**src/rtl/seq_shift_unit_if.sv**
```systemverilog
// Handshake and data bundle for seq_shift_unit.
//
// Both sides use the same valid/ready rule: a transfer happens on a rising
// clock edge where valid and ready are both high. A source that has raised
// valid keeps valid and its payload unchanged until that edge. Ready may rise
// or fall at any time, and a source never waits for ready before raising
// valid.
interface seq_shift_unit_if #(
   parameter int WIDTH = 8
);
   logic             in_valid;
   logic             in_ready;
   logic [WIDTH-1:0] a;
   logic [WIDTH-1:0] b;
   logic [1:0]       op;
   logic             out_valid;
   logic             out_ready;
   logic [WIDTH-1:0] out;
   logic             carry;
   logic             zero;

   // Requester and result consumer side.
   modport master (
      output in_valid, a, b, op, out_ready,
      input  in_ready, out_valid, out, carry, zero
   );

   // Shift unit side.
   modport slave (
      input  in_valid, a, b, op, out_ready,
      output in_ready, out_valid, out, carry, zero
   );
endinterface

```
**src/rtl/seq_shift_unit.sv**
```systemverilog
// Multi-cycle shift/rotate unit: SLL, SRL, SRA and ROL, one bit position per
// clock. It accepts a request in IDLE, steps in SHIFT, and holds the result in
// DONE until the consumer takes it. The FSM state goes out on state_dbg
// (0 IDLE, 1 SHIFT, 2 DONE).
module seq_shift_unit #(
   parameter int WIDTH = 8
) (
   input  logic               clk,
   input  logic               rst,
   seq_shift_unit_if.slave    bus,
   output logic [1:0]         state_dbg
);

   localparam int SH_W  = $clog2(WIDTH);
   localparam int CNT_W = $clog2(WIDTH) + 1;

   localparam logic [1:0] OP_SLL = 2'b00;
   localparam logic [1:0] OP_SRL = 2'b01;
   localparam logic [1:0] OP_SRA = 2'b10;
   localparam logic [1:0] OP_ROL = 2'b11;

   typedef enum logic [1:0] {
      S_IDLE  = 2'd0,
      S_SHIFT = 2'd1,
      S_DONE  = 2'd2
   } state_t;

   state_t           state;
   state_t           state_nxt;

   logic [WIDTH-1:0] w;         // working operand, shown as out
   logic [1:0]       mode;      // operation captured at acceptance
   logic [CNT_W-1:0] cnt;       // steps still to perform
   logic             carry_r;   // last bit shifted or rotated out
   logic             zero_r;    // out == 0, updated together with out

   logic             accept;
   logic             last_step;
   logic [CNT_W-1:0] load_cnt;
   logic [WIDTH-1:0] w_step;
   logic             c_step;

   assign accept    = (state == S_IDLE) && bus.in_valid;
   assign last_step = (cnt == {{(CNT_W-1){1'b0}}, 1'b1});

   // Step count for a new request. Shifts saturate at WIDTH, because any larger
   // amount gives the same result and carry. Rotates use the amount modulo
   // WIDTH. WIDTH is a power of two, so b >= WIDTH exactly when a bit at or
   // above position SH_W is set.
   always_comb begin
      load_cnt = {1'b0, bus.b[SH_W-1:0]};
      if ((bus.op != OP_ROL) && (|bus.b[WIDTH-1:SH_W])) begin
         load_cnt = CNT_W'(WIDTH);
      end
   end

   // One 1-bit step of the captured operation applied to the working register.
   always_comb begin
      w_step = w;
      c_step = 1'b0;
      case (mode)
         OP_SLL: begin
            c_step = w[WIDTH-1];
            w_step = {w[WIDTH-2:0], 1'b0};
         end
         OP_SRL: begin
            c_step = w[0];
            w_step = {1'b0, w[WIDTH-1:1]};
         end
         OP_SRA: begin
            c_step = w[0];
            w_step = {w[WIDTH-1], w[WIDTH-1:1]};
         end
         default: begin
            c_step = w[WIDTH-1];
            w_step = {w[WIDTH-2:0], w[WIDTH-1]};
         end
      endcase
   end

   // State register.
   always_ff @(posedge clk) begin
      if (rst) begin
         state <= S_IDLE;
      end else begin
         state <= state_nxt;
      end
   end

   // Next-state logic. A zero step count goes straight to DONE.
   always_comb begin
      state_nxt = state;
      case (state)
         S_IDLE: begin
            if (bus.in_valid) begin
               state_nxt = (load_cnt == '0) ? S_DONE : S_SHIFT;
            end
         end
         S_SHIFT: begin
            if (last_step) begin
               state_nxt = S_DONE;
            end
         end
         S_DONE: begin
            if (bus.out_ready) begin
               state_nxt = S_IDLE;
            end
         end
         default: state_nxt = S_IDLE;
      endcase
   end

   // Handshake outputs come from the state alone. While a result is held,
   // nothing is accepted.
   always_comb begin
      bus.in_ready  = 1'b0;
      bus.out_valid = 1'b0;
      case (state)
         S_IDLE:  bus.in_ready  = 1'b1;
         S_DONE:  bus.out_valid = 1'b1;
         default: begin
            bus.in_ready  = 1'b0;
            bus.out_valid = 1'b0;
         end
      endcase
   end

   // Datapath: capture on acceptance, step in SHIFT, hold everything in DONE.
   always_ff @(posedge clk) begin
      if (rst) begin
         w       <= '0;
         mode    <= OP_SLL;
         cnt     <= '0;
         carry_r <= 1'b0;
         zero_r  <= 1'b0;
      end else begin
         case (state)
            S_IDLE: begin
               if (accept) begin
                  w       <= bus.a;
                  mode    <= bus.op;
                  cnt     <= load_cnt;
                  carry_r <= 1'b0;
                  zero_r  <= (load_cnt == '0) && (bus.a == '0);
               end
            end
            S_SHIFT: begin
               w       <= w_step;
               carry_r <= c_step;
               cnt     <= cnt - 1'b1;
               if (last_step) begin
                  zero_r <= (w_step == '0);
               end
            end
            default: begin
               // DONE: result and flags are held until consumed.
            end
         endcase
      end
   end

   assign bus.out    = w;
   assign bus.carry  = carry_r;
   assign bus.zero   = zero_r;
   assign state_dbg  = state;

   // A held result must not change while the consumer stalls.
   a_done_hold: assert property (@(posedge clk) disable iff (rst)
      (state == S_DONE && !bus.out_ready) |=>
         (state == S_DONE && $stable(w) && $stable(carry_r) && $stable(zero_r)));

   // Consuming a result always returns the unit to IDLE.
   a_done_exit: assert property (@(posedge clk) disable iff (rst)
      (state == S_DONE && bus.out_ready) |=> (state == S_IDLE));

   // SHIFT is only ever occupied with work remaining.
   a_shift_cnt: assert property (@(posedge clk) disable iff (rst)
      (state == S_SHIFT) |-> (cnt != '0));

   // The zero flag matches the result whenever the result is offered.
   a_zero_flag: assert property (@(posedge clk) disable iff (rst)
      (state == S_DONE) |-> (zero_r == (w == '0)));

endmodule

```
**src/flat_wrapper.sv**
```systemverilog
// flat-port wrapper written by rule: the top's interface ports become plain ports
module seq_shift_unit_flat 
#(
   parameter int WIDTH = 8
)
  (clk, rst, state_dbg, bus_in_valid, bus_a, bus_b, bus_op, bus_out_ready, bus_in_ready, bus_out_valid, bus_out, bus_carry, bus_zero);
  seq_shift_unit_if #(.WIDTH(WIDTH)) bus_i ();
  input  logic clk;
  input  logic rst;
  output logic [1:0] state_dbg;
  input wire logic [$bits(bus_i.in_valid)-1:0] bus_in_valid;
  input wire logic [$bits(bus_i.a)-1:0] bus_a;
  input wire logic [$bits(bus_i.b)-1:0] bus_b;
  input wire logic [$bits(bus_i.op)-1:0] bus_op;
  input wire logic [$bits(bus_i.out_ready)-1:0] bus_out_ready;
  output wire logic [$bits(bus_i.in_ready)-1:0] bus_in_ready;
  output wire logic [$bits(bus_i.out_valid)-1:0] bus_out_valid;
  output wire logic [$bits(bus_i.out)-1:0] bus_out;
  output wire logic [$bits(bus_i.carry)-1:0] bus_carry;
  output wire logic [$bits(bus_i.zero)-1:0] bus_zero;
  assign bus_i.in_valid = bus_in_valid;
  assign bus_i.a = bus_a;
  assign bus_i.b = bus_b;
  assign bus_i.op = bus_op;
  assign bus_i.out_ready = bus_out_ready;
  assign bus_in_ready = bus_i.in_ready;
  assign bus_out_valid = bus_i.out_valid;
  assign bus_out = bus_i.out;
  assign bus_carry = bus_i.carry;
  assign bus_zero = bus_i.zero;
  seq_shift_unit #(.WIDTH(WIDTH)) u_core (.clk(clk), .rst(rst), .bus(bus_i), .state_dbg(state_dbg));
endmodule
```
**config.mk**
```make
export PLATFORM = sky130hd
export DESIGN_NAME = seq_shift_unit_flat
export DESIGN_NICKNAME = d
export VERILOG_FILES = /design/src/rtl/seq_shift_unit_if.sv /design/src/rtl/seq_shift_unit.sv /design/src/flat_wrapper.sv
export SDC_FILE = /design/constraint.sdc
export NUM_CORES = 1
export LEC_CHECK = 0
export ABC_AREA = 1
export BUFFER_PORTS_ARGS = -buffer_cell sky130_fd_sc_hd__buf_2
export CAP_MARGIN = 40
export CORE_MARGIN = 4
export CORE_UTILIZATION = 50
export DETAILED_ROUTE_END_ITERATION = 6
export GPL_TIMING_DRIVEN = 0
export PLACE_DENSITY = 0.78
export RECOVER_POWER = 100
export SETUP_SLACK_MARGIN = 0.5
export SLEW_MARGIN = 20
export SYNTH_ARGS = -nofsm -noshare
export SYNTH_HDL_FRONTEND = slang
export SYNTH_SLANG_ARGS = --single-unit
```
**constraint.sdc**
```tcl
create_clock -name clk -period 1.5 [get_ports clk]
set_input_delay 0.45 -clock clk [delete_from_list [all_inputs] [get_ports clk]]
set_output_delay 0.45 -clock clk [all_outputs]
set_load 0.02 [all_outputs]
```
==> impl_metrics.tcl <==
set metrics [dict create \
    period_share_pct 111 \
    nets 280 \
    clockBufferDepth 2 \
    area_delta_synth_final_pct 71.2 \
    violations "setup timing" \
    wl_per_cell_microns 19.1 \
    yosys.area.top_type "dfxtp_1" \
    ys_seq_elements 18 \
    leakagePower_nw 0.930 \
    worstHoldPathCells 4 \
    start_util_pct 53.2 \
    path_clk_slew_ps 120 \
    num_vias 1672 \
    cts_max_level 1 \
    cts.sinks 18 \
    power_frac_comb_pct 53.0 \
    grt_pass1_wl_microns 6980 \
    drt_iter0_drc 156 \
    syn_area_sq_um 1190 \
    clk_latency_ps 320 \
    status "finished with violations" \
    cap_viol_max_count 0 \
    fp.dieW_microns 56.7 \
    cp.required_ps 1760 \
    drive_gt1_share_pct 56.6 \
    ir_worst_vdd_uv 1110 \
    core_sq_um 2230 \
    design_area_sq_um 2030 \
    grt_pass1_vias 1624 \
    syn_nets 216 \
    clock_skew_ps 2.29 \
    synth_seq_area_share_pct 30.3 \
    p_sw_mw 0.820 \
    crit_path_max_fanout 7 \
    place_area_sq_um 1450 \
    grt_max_degree 11 \
    seqPwrFrac_pct 32.0 \
    drtPass1Iterations 6 \
    n_antenna_cell 0 \
    rsz0062_at_grt "true" \
    cts-root-buf "clkbuf_4" \
    ant_nets 0 \
    hpwlAfterDp_microns 2390 \
    path_class "flip-flop to flip-flop" \
    overflow 0 \
    die_y_microns 56.7 \
    hold_path_class "primary input to flip-flop" \
    ys_warn_count 0 \
    routed_wl_microns 5330 \
    synth_cell_type_count 26 \
    syn_area_per_cell_sq_um 6.32 \
    end_kind "flip-flop" \
    ios 36 \
    synth.area.top_cells "dfxtp_1 30%, nand2_1 20%, inv_1 7.6%" \
    p_sw_share_pct 42.9 \
    period_needed_ps 1660 \
    port_buffers 35 \
    internal_power_mw 1.09 \
    slew_headroom_pct 56.6 \
    finalSetupViolations 1 \
    via_per_inst 5.99 \
    power_frac_clock_pct 14.9 \
    die_area_sq_um 3220 \
    slew_violations 0 \
    antenna_found_initial 0 \
    whs_ps 391 \
    met3_usage_pct 7.36 \
    worstRegToRegCells 11 \
    cts_made_buffers 3 \
    setup_ws_ps -159 \
    yosysTopAreaCellShare_pct 30.3 \
    cts_tree "built" \
    synth_cells 188 \
    setup_tns_ps -159 \
    arrival_ps 1920 \
    gp_congestion 0.868 \
    grt_usage_pct 27.6 \
    fmax_mhz 603 \
    drc_errors 0 \
    worst_pin_slew_ps 651 \
    core.rowCount 17 \
    hold_viol_final 0 \
    post-place-ws_ps 81.5 \
    cp-start-kind "flip-flop" \
    busiest_layer "met2" \
    gr-usage-met2_pct 50.2 \
    met1_usage_pct 28.3 \
    power_per_cell_area_nw_per_um2 940 \
]
-- Yosys cell counts --
library cell and instances:
buf_4 1, nand2_8 1, a22oi_1 2, ha_1 6, nand2_2 1, inv_2 2
nand2_1 62, o21ai_0 11, nor2_1 24, nand3_1 8, a21oi_2 1, dfxtp_1 18
nor3_1 1, nor2_4 1, buf_2 1, clkbuf_1 1, or2_2 1, nand2_4 2
nand3b_1 1, a31oi_1 7, inv_6 1, a31oi_2 1, nor2_2 1, inv_1 24
nand4_1 1, a21oi_1 8
-- final cells by class --
cell class / count / area, sq um
well taps: 28 / 35.0
flip-flops and latches: 18 / 395
clock inverters: 1 / 3.75
multi-input cells: 140 / 912
fillers: 85 / 200
repair buffers: 59 / 495
clock buffers: 3 / 22.5
plain buffers: 3 / 30.0
inverters: 27 / 139
-- critical path, stage by stage (launching register included) --
cell and delay [ps]:
dfxtp_4 390, ha_4 160, buf_6 130, inv_6 70, nand2_8 70, nand2_2 70
nand2_2 60, nor2_1 210, nand2_1 90, nor2_1 180, nor2_1 80, nor2_1 90
-- cell usage in the layout (no fill, tap or decap), drive strengths merged, types with 2 or more instances in the layout --
master / instances
inv: 26
a21oi: 9
nand2: 66
nand3: 8
clkbuf: 4
a22oi: 2
nor2: 26
dfxtp: 18
o21ai: 11
a31oi: 8
buf: 61
ha: 6
clkinv: 2
-- per-stage QoR --
step,util [%],cells,total power [mW]
2_1_floorplan,-,188,1.00
3_3_place_gp,64.9,251,1.15
3_5_place_dp,64.9,251,1.16
4_1_cts,83.7,276,1.70
5_1_grt,91.0,279,1.98
6_report,91.0,279,1.91
-- repair_timing --
action,CTS,global route
gates resized for setup,75,40
setup endpoints to repair,30,32
hold buffers,0,0
pin swaps,19,21
buffers inserted,19,3
gates cloned,2,0
-- flip-flops by register name, indices dropped and copies added (netlist names) --
signal / cells
u_core.bus.zero: 1
u_core.mode: 2
u_core.cnt: 4
u_core.state_dbg: 2
u_core.bus.carry: 1
u_core.bus.out: 8
-- layer usage --
metal  wire length (microns)  vias up
met5                       0        -
met4                     337        0
met3                     550       47
met2                    2610      159
met1                    1830      740
li1                        -      726
-- power by group through the flow --
stage | combinational, mW | sequential [mW] | clock [mW]
global route | 1.08 | 0.618 | 0.290
floorplan | 0.368 | 0.637 | 0
global placement | 0.547 | 0.601 | 0
finish | 1.01 | 0.612 | 0.285
CTS | 0.822 | 0.599 | 0.277
detailed placement | 0.559 | 0.604 | 0
-- cell families (layout without fill, tap and decap cells) --
group,count (synthesis),count (layout),share of synthesized area (%)
compound gates,30,30,14.8
fa+ha+maj,6,6,6.32
flops,18,18,30.3
buf+inv,30,93,10.3
simple gates,104,104,38.3
-- worst paths after layout --
path	startpoint	endpoint	slack, ps
worst max-delay path	u_core.mode[0]	u_core.bus.zero	-160
worst min-delay path	bus_out_ready	u_core.state_dbg[1]	390
worst max register to register	u_core.mode[0]	u_core.bus.zero	-160
worst min register to register	u_core.bus.carry	u_core.bus.carry	520
Note: power is estimated with default switching activity, not from simulation.
